==> src/rtl/pipe_stage_chain_pkg.sv <==
// pipe_stage_chain_pkg: stall-bus encoding, bus widths and the per-slot update decision
package pipe_stage_chain_pkg;

    localparam int   STALL_W    = 8;
    localparam logic STOP       = 1'b1;
    localparam logic NO_STOP    = 1'b0;
    localparam int   PIPE_CNT_W = 32;
    localparam int   EX_WD      = 76;
    localparam int   DC_WD      = 76;

    typedef enum logic [1:0] {
        SLOT_FLUSH,
        SLOT_BUBBLE,
        SLOT_ADVANCE,
        SLOT_HOLD
    } slot_op_e;

    // h is this slot's stall bit, d the downstream slot's; first match wins
    function automatic slot_op_e slot_op(input logic flush, input logic h, input logic d);
        return flush                      ? SLOT_FLUSH   :
               (h == STOP && d == NO_STOP) ? SLOT_BUBBLE  :
               (h == NO_STOP)              ? SLOT_ADVANCE : SLOT_HOLD;
    endfunction

endpackage

==> src/rtl/pipe_stage_chain_slot.sv <==
// pipe_slot: one valid+payload pipeline register driven by its own and the downstream stall bit
module pipe_slot
    import pipe_stage_chain_pkg::*;
#(
    parameter int WIDTH      = 76,
    parameter bit CLEAR_DATA = 1'b1
) (
    input  logic             clk,
    input  logic             rst,
    input  logic             i_flush,
    input  logic             i_h,
    input  logic             i_d,
    input  logic             i_valid,
    input  logic [WIDTH-1:0] i_data,
    output logic             o_valid,
    output logic [WIDTH-1:0] o_data
);

    slot_op_e         w_op;
    logic             r_valid;
    logic [WIDTH-1:0] r_data;

    assign w_op    = slot_op(i_flush, i_h, i_d);
    assign o_valid = r_valid;
    assign o_data  = r_data;

    always_ff @(posedge clk) begin
        if (rst) begin
            r_valid <= 1'b0;
            r_data  <= '0;
        end else begin
            case (w_op)
                SLOT_FLUSH, SLOT_BUBBLE: begin
                    r_valid <= 1'b0;
                    if (CLEAR_DATA) r_data <= '0;
                end
                SLOT_ADVANCE: begin
                    r_valid <= i_valid;
                    r_data  <= i_data;
                end
                default: ;
            endcase
        end
    end

endmodule

==> src/rtl/pipe_stage_chain.sv <==
// pipe_stage_chain: DEPTH back-to-back pipe_slot registers with occupancy;
// bubble/hold perf counters are built only when PIPE_STAGE_PERF_EN is defined
module pipe_stage_chain
    import pipe_stage_chain_pkg::*;
#(
    parameter int WIDTH      = 76,
    parameter int DEPTH      = 1,
    parameter int STALL_LO   = 4,
    parameter bit CLEAR_DATA = 1'b1,
    localparam int OCC_W     = $clog2(DEPTH + 1)
) (
    input  logic                  clk,
    input  logic                  rst,
    input  logic                  i_flush,
    input  logic [STALL_W-1:0]    i_stall,
    input  logic                  i_valid,
    input  logic [WIDTH-1:0]      i_data,
    output logic                  o_valid,
    output logic [WIDTH-1:0]      o_data,
    output logic [OCC_W-1:0]      o_occupancy,
    output logic [PIPE_CNT_W-1:0] o_bubble_cnt,
    output logic [PIPE_CNT_W-1:0] o_hold_cnt
);

    logic [DEPTH:0]   w_valid;
    logic [WIDTH-1:0] w_data [DEPTH+1];
    logic             w_unused;

    assign w_valid[0] = i_valid;
    assign w_data[0]  = i_data;
    assign w_unused   = ^i_stall;

    for (genvar k = 0; k < DEPTH; k++) begin : g_slot
        pipe_slot #(
            .WIDTH      (WIDTH),
            .CLEAR_DATA (CLEAR_DATA)
        ) u_slot (
            .clk     (clk),
            .rst     (rst),
            .i_flush (i_flush),
            .i_h     (i_stall[STALL_LO+k]),
            .i_d     (i_stall[STALL_LO+k+1]),
            .i_valid (w_valid[k]),
            .i_data  (w_data[k]),
            .o_valid (w_valid[k+1]),
            .o_data  (w_data[k+1])
        );
    end

    assign o_valid = w_valid[DEPTH];
    assign o_data  = w_data[DEPTH];

    always_comb begin
        o_occupancy = '0;
        for (int k = 1; k <= DEPTH; k++) o_occupancy = o_occupancy + OCC_W'(w_valid[k]);
    end

`ifdef PIPE_STAGE_PERF_EN
    slot_op_e              w_last_op;
    logic [PIPE_CNT_W-1:0] r_bubble_cnt;
    logic [PIPE_CNT_W-1:0] r_hold_cnt;

    assign w_last_op    = slot_op(i_flush, i_stall[STALL_LO+DEPTH-1], i_stall[STALL_LO+DEPTH]);
    assign o_bubble_cnt = r_bubble_cnt;
    assign o_hold_cnt   = r_hold_cnt;

    // Counters saturate rather than wrap; flush leaves them alone
    always_ff @(posedge clk) begin
        if (rst) begin
            r_bubble_cnt <= '0;
            r_hold_cnt   <= '0;
        end else begin
            if (w_last_op == SLOT_BUBBLE && r_bubble_cnt != '1) r_bubble_cnt <= r_bubble_cnt + PIPE_CNT_W'(1);
            if (w_last_op == SLOT_HOLD && o_valid && r_hold_cnt != '1) r_hold_cnt <= r_hold_cnt + PIPE_CNT_W'(1);
        end
    end
`else
    assign o_bubble_cnt = '0;
    assign o_hold_cnt   = '0;
`endif

endmodule

==> config.mk <==
export PLATFORM = sky130hd
export DESIGN_NAME = pipe_stage_chain
export DESIGN_NICKNAME = d
export VERILOG_FILES = /design/src/rtl/pipe_stage_chain_pkg.sv /design/src/rtl/pipe_stage_chain_slot.sv /design/src/rtl/pipe_stage_chain.sv
export SDC_FILE = /design/constraint.sdc
export NUM_CORES = 1
export LEC_CHECK = 0
export ABC_AREA = 1
export BUFFER_PORTS_ARGS = -buffer_cell sky130_fd_sc_hd__buf_2
export CAP_MARGIN = 20
export CORE_MARGIN = 2
export CORE_UTILIZATION = 37
export CTS_CLUSTER_SIZE = 40
export DETAILED_ROUTE_END_ITERATION = 12
export GPL_TIMING_DRIVEN = 0
export PLACE_DENSITY = 0.72
export SLEW_MARGIN = 0
export SYNTH_ARGS = -nofsm -noshare
export SYNTH_HDL_FRONTEND = slang
export SYNTH_SLANG_ARGS = --single-unit
export TNS_END_PERCENT = 30
==> constraint.sdc <==
create_clock -name clk -period 3.13 [get_ports clk]
set_clock_uncertainty 0.2 [all_clocks]
set_input_delay 0.626 -clock clk [delete_from_list [all_inputs] [get_ports clk]]
set_output_delay 0.626 -clock clk [all_outputs]
set_load 0.05 [all_outputs]
==> out/qor.csv <==
stage,metric,value,unit
outcome,status,completed,
sta,rsz0062_at_grt,false,
cts,cts.sinks,77,
grt,first_global_vias,3204,
sta,hold_viol_final,0,
yosys,synth_top_family_by_area,simple AND/OR/NAND/NOR gates,
worst_setup_path,rr_endpoint,g_slot[0].u_slot.o_data[63]$_SDFFE_PP0P_,
run,maxCapViolations,0,
yosys,synth-compound-area-share,11.10,%
sta,maxSlewHeadroom,65.77,%
final_layout,drive_gt1_share,41.44,%
cts,root_buffer,clkbuf_8,
worst_setup_path,critPathBufInv,2,
routing,wire_per_inst,12.88,microns
final_layout,fin_area,4838,sq um
sta,setup-tns-final,0,ns
yosys,syn_avg_cell_area,8.284,sq um
yosys,ys_seq_elements,77,
hold_path,min_path_type,register to register,
routing,drtAntennaViolNets,0,
cts,cts_hold_buf,0,
floorplanning,rows,35,
power_and_ir_drop,p_leak,0.002421,uW
final_layout,insertedDiodeCount,0,
power_and_ir_drop,switchingPower,784.1,uW
routing,num_vias,3571,
cts,clock_latency,0.35,ns
yosys,syn_inst,419,
power_and_ir_drop,finalPower,2385,uW
grt,overflow,0,
sta,period_needed,1.889,ns
hold_path,hp-start,g_slot[0].u_slot.o_data[51]$_SDFFE_PP0P_,
power_and_ir_drop,seq_power_share,42.9,%
worst_setup_path,r2r_cells,2,
worst_setup_path,cp_data_arrival_time,1.06,ns
power_and_ir_drop,pwr-share-clk,33.5,%
cts,clockBufferDepth,2,
yosys,synth_fa_ha_area_share,0,%
placement,place_congestion,0.7775,
cts,post_cts_buffers,0,
cts,htree_levels,3,
worst_setup_path,rr_startpoint,g_slot[0].u_slot.o_data[63]$_SDFFE_PP0P_,
worst_setup_path,cp_top_family,flip-flops,
yosys,synthSimpleGateAreaFrac,22.78,%
floorplanning,die_area,10170,sq um
sta,clock.fmax,0.5294,GHz
placement,port_buffers,156,
final_layout,finalNetCount,737,
routing,wirelength,9.856,mm
yosys,synth-xor-area-share,0,%
routing,first_pass_iters,5,
final_layout,finalNonFillerCells,765,
grt,grt_pass1_wl,14.88,mm
worst_setup_path,crit_path_max_incr_delay,0.36,ns
sta,setup_viol,0,
worst_setup_path,end_kind,output pin,
grt,grt_antenna_before_repair,0,
power_and_ir_drop,switching_share,32.88,%
final_layout,syn_to_final_growth,39.40,%
hold_path,whs_path_depth,2,
routing,viasPerCell,4.668,
routing,drc,0,
worst_setup_path,cp-start-kind,register,
worst_setup_path,path_depth,2,
sta,worstMarginPinSlew,0.5134,ns
power_and_ir_drop,power_density,492.9,nW/um^2
worst_setup_path,path_cells,buf_4 -> buf_2,
grt,grt_use_total,18.29,%
placement,dp.cells,749,
placement,place_area,4627,sq um
worst_setup_path,path_max_fanout,3,
sta,finalCritPeriodShare,60.35,%
worst_setup_path,critical_path_class,register to output pin,
floorplanning,core_area,9153,sq um
power_and_ir_drop,p_comb_share,23.6,%
floorplanning,initial_core_util,37.92,%
floorplanning,ios,230,
worst_setup_path,cp_slowest_cell,dfxtp_1,
cts,cts_tree,built,
placement,dpl.hpwl,7.502,mm
routing,drt_iter0_markers,111,
yosys,syn_area,3471,sq um
worst_setup_path,cp.required,2.30,ns
floorplanning,dieWidth,100.9,microns
cts,ctsResizeCount,0,
power_and_ir_drop,internal-power,1600,uW
yosys,muxShareOfSynthArea,0,%
floorplanning,dieHeight,100.9,microns
cts,cts_buffers,9,
worst_setup_path,r2r_slack,2.25,ns
yosys,synth-seq-area-share,44.41,%
hold_path,holdPathEnd,g_slot[0].u_slot.o_data[51]$_SDFFE_PP0P_,
yosys,yosysWarnings,0,
yosys,ys_types,11,
power_and_ir_drop,ir_drop,0.3089,mV
cts,cts.clk_slew.worst_paths,0.08,ns
sta,holdWs,0.2836,ns
sta,slew_violations,0,
grt,grt_max_degree,13,
==> layout make-up <==
type	count	area, sq um
Fill cell	930	4314
Sequential cell	77	1541
Multi-Input combinational cell	296	1416
Timing Repair Buffer	156	780.7
Buffer	108	745.7
Clock buffer	14	172.7
Tap cell	111	138.9
Clock inverter	2	38.79
Inverter	1	3.754
==> state kept, by name, indices dropped and copies added (netlist names) <==
name / flops
g_slot.u_slot.o_valid: 1
g_slot.u_slot.o_data: 76
==> Yosys cell counts <==
library cell  number  share of area (%)
conb_1             1               0.11
nor2_8             1               0.58
a21oi_1           77                 11
buf_4             74                 16
nand2_1           77                8.3
clkbuf_1           9               0.97
inv_2              1               0.11
buf_6              5                1.6
buf_2             20                2.9
dfxtp_1           77                 44
nand4_1           77                 14
==> how the worst max path moves through the flow <==
stage,end,startpoint,slack [ns]
finish,o_valid,g_slot[0].u_slot.o_valid$_SDFFE_PP0P_,1.24
global route,o_valid,g_slot[0].u_slot.o_valid$_SDFFE_PP0P_,1.20
CTS,o_valid,g_slot[0].u_slot.o_valid$_SDFFE_PP0P_,1.22
detailed placement,g_slot[0].u_slot.o_data[46]$_SDFFE_PP0P_,rst,1.23
global placement,g_slot[0].u_slot.o_data[47]$_SDFFE_PP0P_,rst,1.25
floorplan,o_valid,g_slot[0].u_slot.o_valid$_SDFFE_PP0P_,1.39
==> tightest hold or removal path, cell delays in order (launching register included) <==
cell and delay, ns:
dfxtp_1 0.31, nand4_1 0.08, a21oi_1 0.05
==> per-stage QoR <==
stage	utilization (%)	setup WS, ns
floorplan	-	1.390
CTS	52.86	1.217
detailed placement	50.55	1.234
global placement	50.55	1.254
global route	52.86	1.196
finish	52.86	1.241
==> logic make-up after synthesis <==
family / count (synthesis)
compound gates: 77
simple gates: 155
flops: 77
other cells: 1
buf+inv: 109
==> power by group through the flow <==
| stage | clock [uW] | combinational (uW) | sequential [uW] |
|---|---|---|---|
| after detailed placement | 0 | 558 | 1050 |
| after global placement | 0 | 555 | 1040 |
| after global routing | 872 | 595 | 1030 |
| final | 799 | 562 | 1020 |
| after floorplan | 0 | 343 | 1150 |
| after CTS | 819 | 559 | 1020 |
==> routing by layer <==
metal / track usage [%] / vias to the layer above / routed length (microns)
met1: 20.41 / 1596 / 3847
met3: 7.420 / 14 / 1054
met5: 0 / - / 0
met4: 7.376 / 0 / 172
li1: - / 1786 / -
met2: 30.92 / 175 / 4782
==> layout by cell type, fill, tap and decap left out <==
cell type	netlist	final
buf_2	20	176
nand4_1	77	77
nand2_1	77	77
a21oi_1	77	77
dfxtp_1	77	77
buf_4	74	74
conb_1	1	64
clkbuf_8	0	12
clkbuf_1	9	11
buf_6	5	5
inv_2	1	1
nor2_8	1	1
inv_6	0	1
bufinv_16	0	1
Power figures use the tool's default switching activity.
